[src/rtl/hex_display_seq.sv]
// rtl/hex_display_seq.sv - instruction/result hex display sequencer with hold and invalid-opcode blink
// Accepts one request in IDLE, holds ALU/MEM displays, blinks INVALID displays, flags dropped requests.
module hex_display_seq #(
   parameter int NUM_DIGITS  = 8,
   parameter int DATA_W      = 16,
   parameter int HOLD_CYCLES = 4,
   parameter int BLINK_DIV   = 8
) (
   input  logic                    clock,
   input  logic                    reset,
   input  logic                    valid,
   output logic                    ready,
   input  logic [3:0]              codop,
   input  logic [15:0]             operando1,
   input  logic [15:0]             operando2,
   input  logic [15:0]             operando3,
   input  logic [DATA_W-1:0]       dado,
   output logic                    sinal,
   output logic [NUM_DIGITS-1:0]   modo,
   output logic [4*NUM_DIGITS-1:0] display,
   output logic                    dropped
);

   localparam int D    = DATA_W / 4;
   localparam int HC_W = $clog2(HOLD_CYCLES + 1);
   localparam int BC_W = $clog2(BLINK_DIV + 1);

   localparam logic [HC_W-1:0] HOLD_LOAD  = HC_W'(HOLD_CYCLES - 1);
   localparam logic [BC_W-1:0] BLINK_LOAD = BC_W'(BLINK_DIV - 1);

   localparam logic [1:0] S_IDLE  = 2'd0;
   localparam logic [1:0] S_HOLD  = 2'd1;
   localparam logic [1:0] S_BLINK = 2'd2;

   logic [1:0]              r_state;
   logic [HC_W-1:0]         r_hold_cnt;
   logic [BC_W-1:0]         r_blink_cnt;
   logic [1:0]              r_phase;
   logic [4*NUM_DIGITS-1:0] r_display;
   logic [NUM_DIGITS-1:0]   r_modo;
   logic                    r_sinal;
   logic                    r_dropped;

   logic [4*NUM_DIGITS-1:0] w_disp_alu;
   logic [4*NUM_DIGITS-1:0] w_disp_mem;
   logic [4*NUM_DIGITS-1:0] w_disp_inv;
   logic [NUM_DIGITS-1:0]   w_modo_alu;
   logic [NUM_DIGITS-1:0]   w_modo_mem;
   logic                    w_is_alu;
   logic                    w_is_mem;
   logic                    w_ready;
   logic                    w_unused_ops;

   // Only the low byte of each operand is ever shown.
   assign w_unused_ops = ^{operando1[15:8], operando2[15:8], operando3[15:8]};

   assign w_is_alu = (codop <= 4'd10);
   assign w_is_mem = (codop == 4'd11) || (codop == 4'd12);
   assign w_ready  = (r_state == S_IDLE);

   always_comb begin
      w_disp_alu                 = '0;
      w_disp_alu[4*D-1:0]        = dado;
      w_disp_alu[4*D +: 8]       = operando2[7:0];
      w_disp_alu[4*D+8 +: 8]     = operando1[7:0];

      w_disp_mem                 = '0;
      w_disp_mem[4*D +: 8]       = operando1[7:0];
      w_disp_mem[4*D+8 +: 8]     = operando3[7:0];

      w_disp_inv                 = '0;
      w_disp_inv[3:0]            = codop;
      w_disp_inv[4*NUM_DIGITS-1 -: 8] = 8'hEE;

      w_modo_alu = '0;
      w_modo_mem = '0;
      for (int i = 0; i < NUM_DIGITS; i++) begin
         w_modo_alu[i] = (i < D + 4);
         w_modo_mem[i] = (i >= D) && (i < D + 4);
      end
   end

   always_ff @(posedge clock) begin
      if (reset) begin
         r_state     <= S_IDLE;
         r_hold_cnt  <= '0;
         r_blink_cnt <= '0;
         r_phase     <= '0;
         r_display   <= '0;
         r_modo      <= '0;
         r_sinal     <= 1'b0;
         r_dropped   <= 1'b0;
      end else begin
         r_dropped <= valid && !w_ready;
         case (r_state)
            S_IDLE: begin
               if (valid) begin
                  if (w_is_alu) begin
                     r_display  <= w_disp_alu;
                     r_modo     <= w_modo_alu;
                     r_sinal    <= 1'b1;
                     r_hold_cnt <= HOLD_LOAD;
                     r_state    <= S_HOLD;
                  end else if (w_is_mem) begin
                     r_display  <= w_disp_mem;
                     r_modo     <= w_modo_mem;
                     r_sinal    <= 1'b0;
                     r_hold_cnt <= HOLD_LOAD;
                     r_state    <= S_HOLD;
                  end else begin
                     r_display   <= w_disp_inv;
                     r_modo      <= '1;
                     r_sinal     <= 1'b0;
                     r_blink_cnt <= BLINK_LOAD;
                     r_phase     <= 2'd0;
                     r_state     <= S_BLINK;
                  end
               end
            end
            S_HOLD: begin
               if (r_hold_cnt == '0) begin
                  r_state <= S_IDLE;
               end else begin
                  r_hold_cnt <= r_hold_cnt - HC_W'(1);
               end
            end
            S_BLINK: begin
               // Phases alternate on/off; the last one returns to a blank display.
               if (r_blink_cnt == '0) begin
                  if (r_phase == 2'd3) begin
                     r_display <= '0;
                     r_modo    <= '0;
                     r_sinal   <= 1'b0;
                     r_state   <= S_IDLE;
                  end else begin
                     r_phase     <= r_phase + 2'd1;
                     r_blink_cnt <= BLINK_LOAD;
                     r_modo      <= ~r_modo;
                  end
               end else begin
                  r_blink_cnt <= r_blink_cnt - BC_W'(1);
               end
            end
            default: r_state <= S_IDLE;
         endcase
      end
   end

   assign ready   = w_ready;
   assign display = r_display;
   assign modo    = r_modo;
   assign sinal   = r_sinal;
   assign dropped = r_dropped;

endmodule

[config.mk]
export PLATFORM = sky130hd
export DESIGN_NAME = hex_display_seq
export DESIGN_NICKNAME = d
export VERILOG_FILES = /design/src/rtl/hex_display_seq.sv
export SDC_FILE = /design/constraint.sdc
export NUM_CORES = 1
export LEC_CHECK = 0
export BUFFER_PORTS_ARGS = -buffer_cell sky130_fd_sc_hd__buf_2
export CORE_ASPECT_RATIO = 1.5
export CORE_UTILIZATION = 41
export CTS_CLUSTER_DIAMETER = 80
export DETAILED_ROUTE_END_ITERATION = 8
export PLACE_DENSITY = 0.75
export SETUP_SLACK_MARGIN = 0.1
export SYNTH_ARGS = -nofsm -noshare
export SYNTH_HDL_FRONTEND = slang
export SYNTH_SLANG_ARGS = --single-unit
[constraint.sdc]
create_clock -name clock -period 1.9 [get_ports clock]
set_input_delay 0 -clock clock [delete_from_list [all_inputs] [get_ports clock]]
set_output_delay 0 -clock clock [all_outputs]
set_load 0.02 [all_outputs]
=== Word level (Yosys, flattened, before mapping) ===
Cells that the tools add are included.

* Register bits after elaboration: 53
* Latch bits: 0
* RAM bits: 0
* ROM bits: 0
* Input port bits: 71
* Output and inout port bits: 43
* Word-level logic and storage cells: 83
* Memories: 0

* Add/subtract/negate cells: 3
* $mul: 0
* Div/mod/pow operators: 0
* $lt $le $gt $ge: 1
* Eq/ne operators: 15
* Shift operators: 0
* Mux-type cells: 41
* Bitwise operators: 1
* Reduce and logical (&&, ||, !) cells: 14

{| class="wikitable"
|+ Operator list
! cell !! number
|-
| 32-bit two-way mux || 5
|-
| 32-bit case mux with 2 select lines || 1
|-
| 4-bit two-way mux || 7
|-
| 8-bit two-way mux || 3
|-
| 2-bit two-way mux || 11
|-
| 2-bit != test, second input constant || 8
|-
| 8-bit case mux with 2 select lines || 1
|-
| 3-bit two-way mux || 4
|-
| 4-bit AND reduction || 3
|-
| 4-bit equality test, second input constant || 2
|-
| 8-bit NOT || 1
|-
| 4-bit case mux with 2 select lines || 1
|-
| 3-bit != test, second input constant || 2
|-
| 2-bit case mux with 3 select lines || 1
|-
| 3-bit case mux with 2 select lines || 1
|-
| 6-bit AND reduction || 1
|-
| 5-bit AND reduction || 1
|-
| 2-bit equality test, second input constant || 2
|-
| 4-bit <= comparator, second input constant || 1
|-
| 4-bit logical NOT || 1
|-
| 1-bit two-way mux || 4
|-
| 2-bit case mux with 2 select lines || 1
|-
| 2-bit nonzero test || 2
|-
| 4-bit by 1-bit subtractor with 4-bit output, second input constant || 1
|-
| other kinds (10) || 10
|}

=== Logic depth before layout (Yosys ltp) ===
* Depth after elaboration: 6
* Gate-level depth with buffers: 6
* Depth with buffers taken out: 6

=== Least setup slack after synthesis ===
OpenSTA, ideal clock, no wires.

* Kind: flip-flop to flip-flop
* From: register r_blink_cnt[0]
* To: register r_display[28], in the netlist display[28]
* Library setup time: 0.123 ns
* Data arrival time: 1.613 ns
* Slack: 0.164 ns
* Cell stages (with the launch flop): 7
* Period minus slack after synthesis: 1.736 ns
* Path through: dfxtp_1 -> inv_1 -> ha_1 -> nor3b_2 -> a311oi_2 -> buf_2 -> a221o_2

* Longest elaborated chain between the ends: 3

{| class="wikitable"
|+ Ends and longest elaborated chain
! item !! line !! source
|-
| start: declaration || 37 || <nowiki>logic [BC_W-1:0] r_blink_cnt;</nowiki>
|-
| start signal: assignment || 141 || <nowiki>r_blink_cnt <= r_blink_cnt - BC_W'(1);</nowiki>
|-
| 4-bit logical NOT || 129 || <nowiki>if (r_blink_cnt == '0) begin</nowiki>
|-
| 2-bit != test (no line) || n/a ||
|-
| 4-bit AND reduction (no line) || n/a ||
|-
| end signal: assignment || 99 || <nowiki>r_display <= w_disp_alu;</nowiki>
|-
| end signal: assignment || 105 || <nowiki>r_display <= w_disp_mem;</nowiki>
|-
| end signal: assignment || 111 || <nowiki>r_display <= w_disp_inv;</nowiki>
|-
| end: declaration || 39 || <nowiki>logic [4*NUM_DIGITS-1:0] r_display;</nowiki>
|}

Every way passes these cells.
A chain may end at the register's enable or synchronous reset.

=== Worst setup path after layout ===
* From: register r_blink_cnt[0]
* To: register r_display[29], in the netlist display[29]

The elaborated chain is that of the path after synthesis.

==> results <==
- The flow ran to the end, and the final reports show no timing, DRC or antenna violations.
- Synthesis produced 237 cells.
- The minimum period implied by the final worst setup slack is 1.775 ns.
- The fraction of the mapped netlist area in compound gates is 31.09%.
- Clock skew on the completed layout was measured at 0.007353 ns.
- After global routing the overflow that remains totals 0.
- After Yosys synthesis, XOR and XNOR cells account for 0% of the synthesized area.
- The dominant combinational cell family by area after synthesis is compound AO/OA/AOI/OAI gates.
- The clock root buffer is clkbuf_8.
- In this run, distinct cell masters in the synthesized netlist total 45.
- The die is 64.19 um wide.
- The areal power density over the cells is 785.1 nW/um2.
- For this design the top-level I/O count stands at 114.
- Data on the critical path is required at its endpoint by 2.08 ns.
- The cell taking the most area after synthesis is dfxtp_1.
- The initial core utilization is 42.99%.
- Setup repair after global routing could not meet its margin everywhere.
- The floorplan step defined a die boundary enclosing 6116 um2.
- The count of flip-flops with a built-in enable after synthesis is 0.
- The ratio of routed vias to standard cells is 5.456.
- The global-route usage over all layers is 20.35%.
- A synthesized cell averages 10.04 um2.
- The clock latency on the worst-skew pair is 0.30 ns.
- The number of setup violations in the final report is 0.
- The number of pins exceeding their max-slew limit in the final report was 0.
- Measured against its own limit, the worst slew margin works out to 55.83%.
- For the final routed database, the setup TNS stands at 0 ns.
- The worst hold slack is 0.02738 ns.
- The first routing iteration left 109 violations.
- The kind of critical path is flip-flop to flip-flop.
- Once detail routing completed, the nets flagged for antenna violations numbered 0.
- The clock transition at the registers of the reported paths is 0.09 ns.
- In this run the cell area measured after placement is 2910 um2.
- Setup slack on the worst reg-to-reg path comes out at 0.13 ns.
- The fmax is 563.5 MHz.
- The routed wire length is 6215 um.
- The number of antenna violations at the first check in global routing was 0.
- The Yosys step of the flow raised 0 warnings.
- The path class of the tightest hold or removal check is input pin to flip-flop.
- Buffers added to address setup during post-CTS repair amount to 0.
- At the end of routability-driven placement, the weighted congestion stood at 0.8136.
- The diode insertion count for antenna repair is 0.
- The kind of capture point of the worst setup path is a flip-flop.
- The period utilization is 93.40%.
- The category of the worst setup path launch point is a flip-flop.
- For this run, design rule violations remaining after detail routing come to 0.
- The final layout contains 428 nets.
- In the final routed layout, each cell accounts on average for 14.69 um.
- The area growth from synthesis to layout is 41.24%.
- The number of H-tree levels is 2.
- After floorplanning, the core was divided into 33 placement rows.
- Across the VDD grid, the largest voltage drop is 421.3 uV.
- Excluding fillers, the count of instances in the completed layout stands at 423.
- The overall power consumption is 2.637 mW.
- The sequential area share after synthesis is 44.61%.
- The TritonCTS clock tree is yes.
- In this run, synthesis produced a sequential element count of 53.
- Along the worst path, the maximum fanout reaches 6.
- Summed over all cells, the static leakage comes to 1.516 nW.
- In this run, CTS created clock tree buffers numbering 5.
- Summing the areas of all and, or, nand and nor instances in the mapped netlist gives 12.94% of the synthesized area.
- The number of I/O port buffers is 89.
- The maximum clock insertion buffer count is 2.
- The final hold violation count is 0.
- The area share of the largest cell type after synthesis is 44.61%.
- Max-cap violations in this run came to 0.
- The total non-filler cell area in the finished layout is 3359 um2.
- The die boundary height is 95.29 um.
- The via total after detailed routing is 2,308.
- The share of synthesized cell area in full adder, half adder and majority cells is 2.104%.
- Counting tap cells, the placed design contains a total of 389 instances.
- The multiplexer share of the synthesized area is 0%.
- The synthesized netlist net count is 312.
- Clock tree synthesis found a total of 53 sinks.
- Entering global routing, the biggest net connects 28 pins.
- For the worst setup path, the data arrival time is 1.95 ns.
- The cell area that synthesis handed to floorplanning was 2379 um2.
- Counting flops with an async set or reset pin after synthesis yields a share of 0%.
- The fraction of layout instances using a drive strength above 1 is 39.38%.
- The via count of the first global-routing pass is 2,277.
- The worst-margin pin slew is 0.6596 ns.
- The placeable core area is 5533 um2.
- By area the synthesized netlist is led by dfxtp_1 45%, inv_1 5.0%, a221o_1 4.6%.
- The sum of net half-perimeters after detailed placement is 4256 um.
- The first global-routing pass estimated 9873 um of wire.
- The number of detailed-routing iterations run before antenna repair is 4.
- The dominant synthesized flop cell is dfxtp_1.
[path summary, 6_finish.rpt]
path	from	depth (start not counted)	to
setup / recovery	r_blink_cnt[0]$_SDFFE_PP0P_	6	display[29]$_SDFFE_PP0P_
hold / removal	reset	2	r_state[0]$_SDFFE_PP0P_
setup reg to reg	r_blink_cnt[0]$_SDFFE_PP0P_	6	display[29]$_SDFFE_PP0P_
hold reg to reg	r_hold_cnt[0]$_SDFFE_PP0P_	1	r_hold_cnt[0]$_SDFFE_PP0P_
[placed cells by master (no fill, tap or decap), types with 2 or more instances in the layout]
master,synthesis,final
nor3b_2,2,2
a221o_2,3,3
nor3b_1,2,2
nand4bb_1,2,2
dfxtp_2,0,2
nand3b_1,2,2
nand2b_1,2,2
o32ai_2,0,6
a21o_1,3,3
a221o_1,11,11
buf_4,1,8
o221ai_1,2,2
nor2_1,7,7
a211oi_1,14,14
nor4b_1,4,4
ha_1,4,3
or3_1,2,2
dlygate4sd3_1,0,27
inv_2,0,2
inv_1,32,30
buf_2,2,89
nand4b_1,2,2
nor3_1,5,5
a221oi_1,10,10
a21oi_1,15,15
clkbuf_8,0,5
a22o_1,12,12
or2_2,4,4
dfxtp_1,53,51
or3b_2,3,2
[critical path, stage by stage, from the launching register on]
cell and delay [ns]:
dfxtp_1 0.34, inv_2 0.07, ha_2 0.18, buf_6 0.11, or4bb_4 0.49, o211ai_4 0.33
o32ai_2 0.13
[layer usage]
metal  track usage [%]  wire, um  up-vias
met5                 0         0        -
met3             3.947       268        9
met4             6.111        87        0
met2             39.80      3309       67
li1                  -         -     1131
met1             21.62      2549     1101
[cells in the mapped netlist (2+ instances only)]
library cell / count
nor3_1: 5
nand3b_1: 2
clkbuf_1: 10
a221o_1: 11
a211oi_1: 14
or3b_2: 3
buf_2: 2
nand4b_1: 2
nor2_1: 7
or3_1: 2
buf_6: 4
a221o_2: 3
a221oi_1: 10
o32ai_1: 7
a22o_1: 12
nand4bb_1: 2
nor3b_2: 2
o221ai_1: 2
nor3b_1: 2
nor4b_1: 4
a21o_1: 3
ha_1: 4
or2_2: 4
nand2b_1: 2
dfxtp_1: 53
a21oi_1: 15
inv_1: 32
[cell families after synthesis]
logic type,after synthesis
AO/OA/AOI/OAI,89
adder cells (fa/ha/maj),4
AND/OR/NAND/NOR,42
buffers and inverters,49
flip-flops,53
[repair_timing]
action	CTS	global route
pin swaps	0	7
endpoints found under the setup margin	2	13
hold buffers	27	0
endpoints found under the hold margin	27	0
gates resized for setup	1	15
[through the flow]
stage,utilization (%),setup WS [ns]
floorplan,-,0.1640
global placement,52.60,0.1808
detailed placement,52.60,0.1289
CTS,59.41,0.09839
global route,60.72,0.03423
finish,60.72,0.1253
[sequential cells by signal (all words and copies together), names as in the netlist]
signal       flops
r_phase          2
sinal            1
display         32
modo             8
r_state          2
r_hold_cnt       3
r_blink_cnt      4
dropped          1
[layout make-up]
cell class / instances / area (um2)
fill: 460 / 2173
clock inverter: 2 / 35.03
clock buffer: 5 / 68.82
timing repair buffer: 126 / 807.0
sequential: 53 / 1064
multi-input combinational: 135 / 1177
tap: 70 / 87.58
inverter: 32 / 120.1
[where the power goes]
group | leakage [nW] | total (mW) | internal, mW | switching, mW
Sequential | 0.436 | 1.26 | 1.20 | 0.0575
Combinational | 1.03 | 0.640 | 0.292 | 0.348
Clock | 0.0540 | 0.737 | 0.383 | 0.353
(Power assumes the default switching activity.)
